<file path="src/rtl/dit4_merge_ctrl.sv">
// Radix-4 DIT merge-stage sequencer: issues butterfly reads/twiddle addresses, delays write strobes.
// Latency: rd_* one cycle after the issue decision; wr_* trail rd_* by PIPE_LAT cycles; done one cycle after last wr_en.
// Backpressure: hold=1 freezes k and suppresses rd_en; delay line keeps shifting so holes appear as wr_en=0.
module dit4_merge_ctrl #(
  parameter int N_LOG2   = 10,
  parameter int PIPE_LAT = 2
) (
  input  logic              clk,
  input  logic              rst_n,
  input  logic              start,
  input  logic              hold,
  output logic              rd_en,
  output logic [N_LOG2-3:0] rd_k,
  output logic [N_LOG2-1:0] tw_addr1,
  output logic [N_LOG2-1:0] tw_addr2,
  output logic [N_LOG2-1:0] tw_addr3,
  output logic              wr_en,
  output logic [N_LOG2-3:0] wr_k,
  output logic              busy,
  output logic              done
);

  localparam int KW = N_LOG2 - 2;
  localparam int CW = $clog2(PIPE_LAT + 1) + 1;

  typedef enum logic [1:0] {IDLE, RUN, DRAIN, DONE} state_t;

  state_t            state_q, state_d;
  logic [KW-1:0]     k_q, k_d;
  logic [CW-1:0]     drain_cnt_q, drain_cnt_d;
  logic              rd_en_q, rd_en_d;
  logic [KW-1:0]     rd_k_q, rd_k_d;
  logic [N_LOG2-1:0] tw1_q, tw1_d, tw2_q, tw2_d, tw3_q, tw3_d;
  logic              busy_q, busy_d;
  logic              done_q, done_d;
  logic              en_dly_q [PIPE_LAT];
  logic              en_dly_d [PIPE_LAT];
  logic [KW-1:0]     k_dly_q  [PIPE_LAT];
  logic [KW-1:0]     k_dly_d  [PIPE_LAT];

  // Twiddle products by shift/add; 3k < 3N/4 so the sum never wraps.
  logic [N_LOG2-1:0] tw1_c, tw2_c, tw3_c;
  assign tw1_c = {2'b00, k_q};
  assign tw2_c = {1'b0, k_q, 1'b0};
  assign tw3_c = tw1_c + tw2_c;

  // Sequencer next-state: issue in RUN, count out the pipeline in DRAIN, pulse done from DONE.
  always_comb begin
    state_d     = state_q;
    k_d         = k_q;
    drain_cnt_d = drain_cnt_q;
    rd_en_d     = 1'b0;
    rd_k_d      = rd_k_q;
    tw1_d       = tw1_q;
    tw2_d       = tw2_q;
    tw3_d       = tw3_q;
    busy_d      = busy_q;
    done_d      = 1'b0;
    case (state_q)
      IDLE: begin
        busy_d = 1'b0;
        if (start) begin
          state_d = RUN;
          k_d     = '0;
        end
      end
      RUN: begin
        busy_d = 1'b1;
        if (!hold) begin
          rd_en_d = 1'b1;
          rd_k_d  = k_q;
          tw1_d   = tw1_c;
          tw2_d   = tw2_c;
          tw3_d   = tw3_c;
          k_d     = k_q + 1'b1;
          if (&k_q) begin
            state_d     = DRAIN;
            drain_cnt_d = '0;
          end
        end
      end
      DRAIN: begin
        // The final rd_en reaches wr_en PIPE_LAT cycles after entering DRAIN.
        if (drain_cnt_q == CW'(PIPE_LAT)) begin
          busy_d  = 1'b0;
          done_d  = 1'b1;
          state_d = DONE;
        end else begin
          busy_d      = 1'b1;
          drain_cnt_d = drain_cnt_q + 1'b1;
        end
      end
      default: begin
        busy_d  = 1'b0;
        state_d = IDLE;
      end
    endcase
  end

  // Delay line for {rd_en, rd_k}; shifts unconditionally so holds become write holes.
  always_comb begin
    en_dly_d[0] = rd_en_q;
    k_dly_d[0]  = rd_k_q;
    for (int i = 1; i < PIPE_LAT; i++) begin
      en_dly_d[i] = en_dly_q[i-1];
      k_dly_d[i]  = k_dly_q[i-1];
    end
  end

  // All state and registered outputs; async reset aborts any pass in flight.
  always_ff @(posedge clk or negedge rst_n) begin
    if (!rst_n) begin
      state_q     <= IDLE;
      k_q         <= '0;
      drain_cnt_q <= '0;
      rd_en_q     <= 1'b0;
      rd_k_q      <= '0;
      tw1_q       <= '0;
      tw2_q       <= '0;
      tw3_q       <= '0;
      busy_q      <= 1'b0;
      done_q      <= 1'b0;
      for (int i = 0; i < PIPE_LAT; i++) begin
        en_dly_q[i] <= 1'b0;
        k_dly_q[i]  <= '0;
      end
    end else begin
      state_q     <= state_d;
      k_q         <= k_d;
      drain_cnt_q <= drain_cnt_d;
      rd_en_q     <= rd_en_d;
      rd_k_q      <= rd_k_d;
      tw1_q       <= tw1_d;
      tw2_q       <= tw2_d;
      tw3_q       <= tw3_d;
      busy_q      <= busy_d;
      done_q      <= done_d;
      for (int i = 0; i < PIPE_LAT; i++) begin
        en_dly_q[i] <= en_dly_d[i];
        k_dly_q[i]  <= k_dly_d[i];
      end
    end
  end

  assign rd_en    = rd_en_q;
  assign rd_k     = rd_k_q;
  assign tw_addr1 = tw1_q;
  assign tw_addr2 = tw2_q;
  assign tw_addr3 = tw3_q;
  assign wr_en    = en_dly_q[PIPE_LAT-1];
  assign wr_k     = k_dly_q[PIPE_LAT-1];
  assign busy     = busy_q;
  assign done     = done_q;

endmodule

</file>
<file path="config.mk">
export PLATFORM = sky130hd
export DESIGN_NAME = dit4_merge_ctrl
export DESIGN_NICKNAME = d
export VERILOG_FILES = /design/src/rtl/dit4_merge_ctrl.sv
export SDC_FILE = /design/constraint.sdc
export NUM_CORES = 1
export LEC_CHECK = 0
export BUFFER_PORTS_ARGS = -buffer_cell sky130_fd_sc_hd__clkbuf_2
export CORE_AREA = 2 2 84 86
export CTS_CLUSTER_SIZE = 25
export DETAILED_ROUTE_END_ITERATION = 8
export DIE_AREA = 0 0 86 88
export GPL_ROUTABILITY_DRIVEN = 0
export PLACE_DENSITY = 0.65
export RECOVER_POWER = 25
export SLEW_MARGIN = 40
export SYNTH_ARGS = -nofsm -noshare
export SYNTH_HDL_FRONTEND = slang
export SYNTH_SLANG_ARGS = --single-unit
</file>
<file path="constraint.sdc">
create_clock -name clk -period 2 [get_ports clk]
set_input_delay 0.3 -clock clk [delete_from_list [all_inputs] [get_ports clk]]
set_output_delay 0.3 -clock clk [all_outputs]
set_load 0.01 [all_outputs]
</file>
Word level (Yosys, flattened, before mapping) --
Index checks and enable logic that the tools add are counted.
Cells by class: equal/unequal tests 8, mux-type cells 18, bitwise operators 1, reduce and logical (&&, ||, !) cells 8, $add $sub $neg 3
Operators with widths (number):
- $mux W8 | 2
- $pmux W8 S2 | 1
- $add A8 B9 Y10 | 1
- $ne A2 B2 Y1 const B | 5
- $mux W3 | 3
- $add A8 B1 Y8 const B | 1
- $mux W2 | 4
- $reduce_and A4 Y1 | 2
- $reduce_and A8 Y1 | 1
- $pmux W2 S3 | 1
- $pmux W3 S2 | 1
- $mux W1 | 5
- $reduce_bool A2 Y1 | 2
- $add A3 B1 Y3 const B | 1
- $eq A3 B2 Y1 const B | 1
- $reduce_and A3 Y1 | 1
- $eq A2 B1 Y1 const B | 1
- $eq A2 B2 Y1 const B | 1
- $logic_not A2 Y1 | 1
- $pmux W1 S2 | 1
- $reduce_and A2 Y1 | 1
- $not A1 Y1 | 1
Word-level totals: input bits 4, register bits after elaboration 52, logic and storage cells 50, output and inout port bits 50

Logic depth before layout (Yosys ltp) --
Gate-level depths: netlist of run 1.
word-level depth 4, mapped depth 8

Worst setup path before layout of run 1 --
OpenSTA, ideal clock, no wires.
kind flip-flop to flip-flop, from register k_q[1], to register tw3_q[9] (netlist: tw_addr3[9]), arrival time 1759 ps, setup time 137 ps, stages on the path, launching flop included 6, period minus slack after synthesis 1896 ps, setup slack 104 ps, cells stage by stage dfrtp_1 ha_1 a211o_1 a2111o_1 a31oi_1 a21oi_1
Between the ends: longest elaborated chain between the ends 1
Ends and longest elaborated chain:
- start: declaration | RTL line 29 | logic [KW-1:0] k_q, k_d;
- start signal: assignment | RTL line 129 | k_q <= k_d;
- $add A8 B9 Y10 | RTL line 45 | assign tw3_c = tw1_c + tw2_c;
- end signal: assignment | RTL line 135 | tw3_q <= tw3_d;
- end: declaration | RTL line 33 | logic [N_LOG2-1:0] tw1_q, tw1_d, tw2_q, tw2_d, tw3_q, tw3_d;
No other way between the ends. A chain may end at the register's enable or synchronous reset.

Worst setup path after layout of run 1 --
from register k_q[2], to register tw3_q[9] (netlist: tw_addr3[9])
Same word-level chain as after synthesis.

==> summary.md, run 1 <==
| Metric | Value |
|---|---|
| Outcome | `complete, no violations` |
| Crit-path slowest cell | `dfrtp_2` |
| RSZ-0062 raised after global routing | `no` |
| Share of cells above drive strength 1 | `0.273` |
| Reg2reg start | `k_q[2]` |
| Starting density of the core | `0.380` |
| Worst R2R End | `tw_addr3[9]` |
| Gr ovfl total | `0` |
| All-layer global routing usage | `0.132` |
| Slew margin rel. | `0.158` |
| Final min period | `1.89 ns` |
| CTS tree | `yes` |
| Post-synthesis mux area share | `0.00446` |
| Area delta synth->final | `12.0%` |
| Vias in the first global route | `1,631` |
| Via density | `4.88` |
| Final slew viol count | `0` |
| Full die area | `7570 sq um` |
| Most frequent cell after synthesis | `dfrtp_1` |
| Clock skew | `0.00638 ns` |
| Syn Inst Count | `247` |
| Final worst path period share | `0.943` |
| Ordered list of cells on the worst path | `ha_1 -> a211o_1 -> a2111o_1 -> a31oi_1 -> a21oi_1` |
| Layout Nets | `301` |
| Most frequent cells after synthesis | `51 x dfrtp_1, 38 x nand2_1, 29 x buf_4` |
| Clock Path Buffers | `2` |
| Final setup vio count | `0` |
| Mean Syn Cell Area | `10.2 sq um` |
| Vias | `roughly 1,800` |
| Routed Antenna Nets | `0` |
| Kind of start point of the critical path | `flop` |
| Top delay family on crit path | `compound AO/OA/AOI/OAI gates` |
| Clock transition at the registers of the reported paths | `0.09 ns` |
| VDD IR max | `about 380 uV` |
| Max-Cap Viols | `0` |
| Synth area leaders | `dfrtp_1 51%, buf_4 8.6%, ha_1 7.4%, nand2_1 5.7%, o21ai_0 3.0%` |
| Critical path type | `reg2reg` |
| Yosys top cell area share | `0.506` |
| Fin Setup TNS | `0 ns` |
| Post-CTS Setup Bufs | `0` |
| Fin. Hold Viols | `0` |
| Arrival time at the worst endpoint | `2.08 ns` |
| Crit path capture type | `flop` |
| Clk sinks | `51` |
| Routed WL | `4.61 mm` |
| Post-synth top area cell | `dfrtp_1` |
| Die width | `86 um` |
| Seq cells post-synth | `just over 50` |
| Die height | `around 90 um` |
| Lkg Pwr | `approximately 0.0015 uW` |
| Critical path buffers and inverters | `0` |
| Main flop type after synthesis | `dfrtp_1` |
| Final total power | `4100 uW` |
| Clk_lat worst skew | `~0.31 ns` |
| Max Clk Rate | `530 MHz` |
| Largest net degree at the start of global routing | `52` |
| Worst hold path type | `in2async` |
| Netlist cell types | `47` |
| Final instance area | `2830 sq um` |
| Root Buffer | `clkbuf_8` |
| Max H-tree Level | `2` |
| WL per Instance | `12.7 um` |
| Compound-Gate Fraction of Synth Area | `0.148` |
| Worst setup path startpoint | `k_q[2]` |
| First-pass GRT wire length | `approximately 7.7 mm` |
| Num CTS Buffers | `5` |
| Register area share after synthesis | `0.506` |
| Synth Area in Simple Gates | `0.138` |
| Power density over cell area | `between 1000 and 1500 nW/um^2` |
| CP max stage delay | `0.45 ns` |
| Core area | `6640 sq um` |
| Reg2reg path depth | `5` |
| Drc violations | `0` |
| HPWL Detailed | `between 3 and 4 mm` |
| Max FO, Critical Path | `6` |
| Num rows | `30` |
| Synthesis Warnings | `0` |
| Adder-Cell Fraction of Synth Area | `0.0744` |
| R2R Setup Slk | `0.11 ns` |
| Placed instance area | `2720 sq um` |
| Number of fillers in the final layout | `639` |
| Critical path data required time | `about 2.2 ns` |
| Port buffer count | `49` |
| Antenna cell count | `0` |
| Tightest Pin Transition | `roughly 1.3 ns` |
| Initial antenna violation count | `0` |
| Fraction of registers with async set/reset | `1.00` |
| Drt pass-1 iters | `4` |
| Largest family of logic cells by synthesized area | `compound AO/OA/AOI/OAI gates` |
| Synth Cell Area | `2520 sq um` |
| Io pins | `54` |
| EDFF count, synth | `0` |
| XOR/XNOR Fraction of Synth Area | `0.0139` |
| DR iter-0 viols | `54` |
-- cells by family after synthesis --
kind of cell | count (synthesis)
muxes | 1
adders and majority gates | 15
AOI/OAI and AO/OA | 54
xor gates and xnor gates | 4
and+or+nand+nor | 74
buffers and inverters | 47
other | 1
DFF | 51
-- flip-flops by register name (all words and copies together) (netlist names) --
name	count
en_dly_d	1
drain_cnt_q	3
busy	1
tw_addr1	7
state_q	2
wr_en	1
tw_addr3	10
k_dly_d	8
k_q	8
done	1
wr_k	8
rd_en	1
-- power by group --
part | internal (uW) | leakage (uW) | switching, uW
Combinational | 740 | 0.000796 | 1000
Sequential | 1410 | 0.000675 | 249
Clock | 366 | 0.0000502 | 336
Total | 2520 | 0.00152 | 1590
-- metal layers --
metal  track usage  up-vias  wire length, um  share of wire
met5             0        -                0              0
met4        0.0519        0               79          0.017
met3        0.0339        6              245          0.053
met2         0.209       53             2090           0.45
met1         0.173      823             2190           0.48
li1              -      885                -              -
-- stage by stage --
stage           util  cells  worst slack (ns)  hold WS (ns)
5_1_grt        0.425    362           0.00706         0.364
3_5_place_dp   0.409    355             0.120         0.335
6_report       0.425    362             0.115         0.338
4_1_cts        0.425    362            0.0593         0.120
2_1_floorplan      -    250             0.104       0.00441
3_3_place_gp   0.409    355             0.128         0.333
-- placed cells by master (no fill, tap or decap), types with 2 or more instances in the layout --
cell	Yosys	final
a211o_1	2	2
a211oi_1	3	2
a21oi_1	8	8
a22o_1	5	5
a31oi_1	2	2
and2_1	3	3
buf_4	29	9
clkbuf_2	0	50
clkbuf_8	0	5
conb_1	1	4
dfrtp_1	51	50
ha_1	15	15
inv_1	12	12
nand2_1	38	38
nand2b_1	5	5
nand3_1	4	4
nand4_1	3	3
nor2_1	7	7
nor2b_1	3	3
nor3_1	2	2
o211ai_1	2	2
o21ai_0	15	15
o2bb2ai_1	2	2
or2_2	4	4
or3_1	2	2
xor2_1	3	3
-- how the worst max path moves through the flow --
stage	depth (start not counted)	slack, ns	to
6_report	5	0.11	tw_addr3[9]
5_1_grt	5	0.007	drain_cnt_q[0]
4_1_cts	6	0.06	tw_addr3[6]
3_5_place_dp	6	0.12	tw_addr3[6]
3_3_place_gp	5	0.13	tw_addr3[9]
2_1_floorplan	5	0.10	tw_addr3[9]
-- layout make-up --
| class | count | area (sq um) | area share |
|---|---|---|---|
| sequential | 51 | 1280 | 0.452 |
| clock buffer | 5 | 68.8 | 0.0243 |
| tap | 80 | 100 | 0.0354 |
| clock inverter | 2 | 37.5 | 0.0133 |
| timing repair buffer | 59 | 318 | 0.112 |
| multi-input combinational | 152 | 976 | 0.345 |
| inverter | 13 | 48.8 | 0.0173 |
-- timing repair --
action,in CTS,in global routing
setup endpoints to repair,0,1
hold buffers,0,0
gates resized for setup,0,2
(Power assumes the default switching activity.)
==> run 2, diff against run 1 <==
Settings changed: RECOVER_POWER 25 to 100.
==> run 2 against run 1 <==
- sequential cell count stayed put
- global-route usage stayed put
- critical path depth stayed put
- total power is 2.5% lower
- combinational power is 6% lower
- register-to-register slack hardly changed
- clock skew is 0.0014 ns higher
- critical path type unchanged
==> summary.md, run 2 (synthesis gave the netlist of run 1 again) <==
| Metric | Value |
|---|---|
| Outcome | `complete, no violations` |
| Reg2reg start | `k_q[2]` |
| CP max stage delay | `0.45 ns` |
| Most common cell after layout, fill and taps aside | `dfrtp_1` |
| Core area | `6640 sq um` |
| Most frequent cells in the layout | `51 x dfrtp_1, 46 x clkbuf_1, 38 x nand2_1, 15 x o21ai_0, 15 x ha_1` |
| Lkg Pwr | `0.00136 uW` |
| Slew margin rel. | `0.162` |
| Final setup vio count | `0` |
| RSZ-0062 raised after global routing | `no` |
| Drt pass-1 iters | `4` |
| Worst hold path type | `in2async` |
| Critical path data required time | `~2.2 ns` |
| Share of cells above drive strength 1 | `0.103` |
| Io pins | `54` |
| Layout Nets | `301` |
| Final slew viol count | `0` |
| Worst setup path startpoint | `k_q[2]` |
| Initial antenna violation count | `0` |
| Port buffer count | `49` |
| Antenna cell count | `0` |
| Crit-path slowest cell | `a2111o_1` |
| Drc violations | `0` |
| Cts hold-fix bufs | `0` |
| Reg2reg path depth | `5` |
| Crit path capture type | `flop` |
| Fin util | `0.416` |
| Arrival time at the worst endpoint | `roughly 2.1 ns` |
| Largest net degree at the start of global routing | `52` |
| Routed WL | `4.66 mm` |
| R2R Setup Slk | `0.11 ns` |
| Critical path type | `reg2reg` |
| Kind of start point of the critical path | `flop` |
| Clock transition at the registers of the reported paths | `0.09 ns` |
| Gr ovfl total | `0` |
| Full die area | `7570 sq um` |
| All-layer global routing usage | `0.132` |
| Root Buffer | `clkbuf_8` |
| Clock skew | `0.00782 ns` |
| First-pass GRT wire length | `7.68 mm` |
| Placed instance count | `between 300 and 400` |
| Num rows | `30` |
| Clk sinks | `51` |
| HPWL Detailed | `around 3.3 mm` |
| Routed Antenna Nets | `0` |
| Power density over cell area | `1450 nW/um^2` |
| Ordered list of cells on the worst path | `ha_1 -> a211o_1 -> a2111o_1 -> a31oi_1 -> a21oi_1` |
| Final min period | `1.89 ns` |
| Die width | `86 um` |
| Fin. Hold Viols | `0` |
| CTS tree | `yes` |
| Max FFs per register | `10` |
| Area delta synth->final | `9.47%` |
| Non-filler instance count after layout | `362` |
| Fin Setup TNS | `0 ns` |
| Clk_lat worst skew | `~0.3 ns` |
| DR iter-0 viols | `51` |
| Die height | `88 um` |
| Max H-tree Level | `2` |
| Max Clk Rate | `around 530 MHz` |
| Tightest Pin Transition | `1.26 ns` |
| Worst R2R End | `tw_addr3[9]` |
| Max FO, Critical Path | `6` |
| Via density | `4.83` |
| WL per Instance | `12.9 um` |
| VDD IR max | `~370 uV` |
| Vias in the first global route | `1,631` |
| Clock Path Buffers | `2` |
| Max-Cap Viols | `0` |
| Num CTS Buffers | `5` |
| Crit path to | `tw_addr3[9]` |
| Starting density of the core | `0.380` |
| Vias | `1,749` |
| Final worst path period share | `0.943` |
==> run 2: cell type report <==
type / count / area [sq um]
Clock buffer: 5 / 68.8
Multi-Input combinational cell: 152 / 976
Fill cell: 668 / 3880
Clock inverter: 2 / 37.5
Sequential cell: 51 / 1280
Timing Repair Buffer: 59 / 255
Tap cell: 80 / 100
Inverter: 13 / 48.8
==> run 2: timing repair <==
| action | CTS | global route |
|---|---|---|
| resized for setup | 0 | 2 |
| setup endpoints to repair | 0 | 1 |
| buffers inserted | 0 | 0 |
==> run 2: routing by layer <==
metal | track usage | vias to the layer above | share of wire | wire, um
met5 | 0 | - | 0 | 0
met4 | 0.0519 | 0 | 0.017 | 79
met3 | 0.0339 | 6 | 0.053 | 248
met2 | 0.209 | 45 | 0.45 | 2080
met1 | 0.173 | 816 | 0.48 | 2250
li1 | - | 882 | - | -
==> run 2: stage by stage <==
| step | setup WS [ns] | total power, uW | hold slack [ns] | cell area, sq um |
|---|---|---|---|---|
| after floorplan | 0.104 | 2990 | 0.00441 | 2530 |
| after global placement | 0.128 | 3390 | 0.333 | 2720 |
| after detailed placement | 0.120 | 3430 | 0.335 | 2720 |
| after CTS | 0.0593 | 4150 | 0.120 | 2820 |
| after global routing | 0.00564 | 4330 | 0.364 | 2760 |
| final | 0.113 | 4000 | 0.339 | 2760 |
==> run 2: worst max-delay path, delay by kind of cell, from the launching register on <==
kind / cells / cell delay (ns)
compound gates: 4 / 1.02
fa+ha+maj: 1 / 0.31
flops: 1 / 0.44
==> run 2: worst min path at each step <==
stage          slack, ns       start     endpoint  cells past startpoint
2_1_floorplan      0.004       rst_n         busy                      0
3_3_place_gp        0.33  k_dly_d[7]      wr_k[7]                      0
3_5_place_dp        0.33  k_dly_d[0]      wr_k[0]                      0
4_1_cts             0.12       rst_n  tw_addr1[7]                      2
5_1_grt             0.36  k_dly_d[5]      wr_k[5]                      0
6_report            0.34       rst_n  tw_addr3[7]                      2
==> run 2: power breakdown <==
| part | internal (uW) | total [uW] | leakage, uW | switching [uW] |
|---|---|---|---|---|
| Sequential | 1410 | 1660 | 0.000676 | 248 |
| Clock | 366 | 700 | 0.0000502 | 334 |
| Combinational | 635 | 1640 | 0.000638 | 1010 |
| Total | 2410 | 4000 | 0.00136 | 1590 |
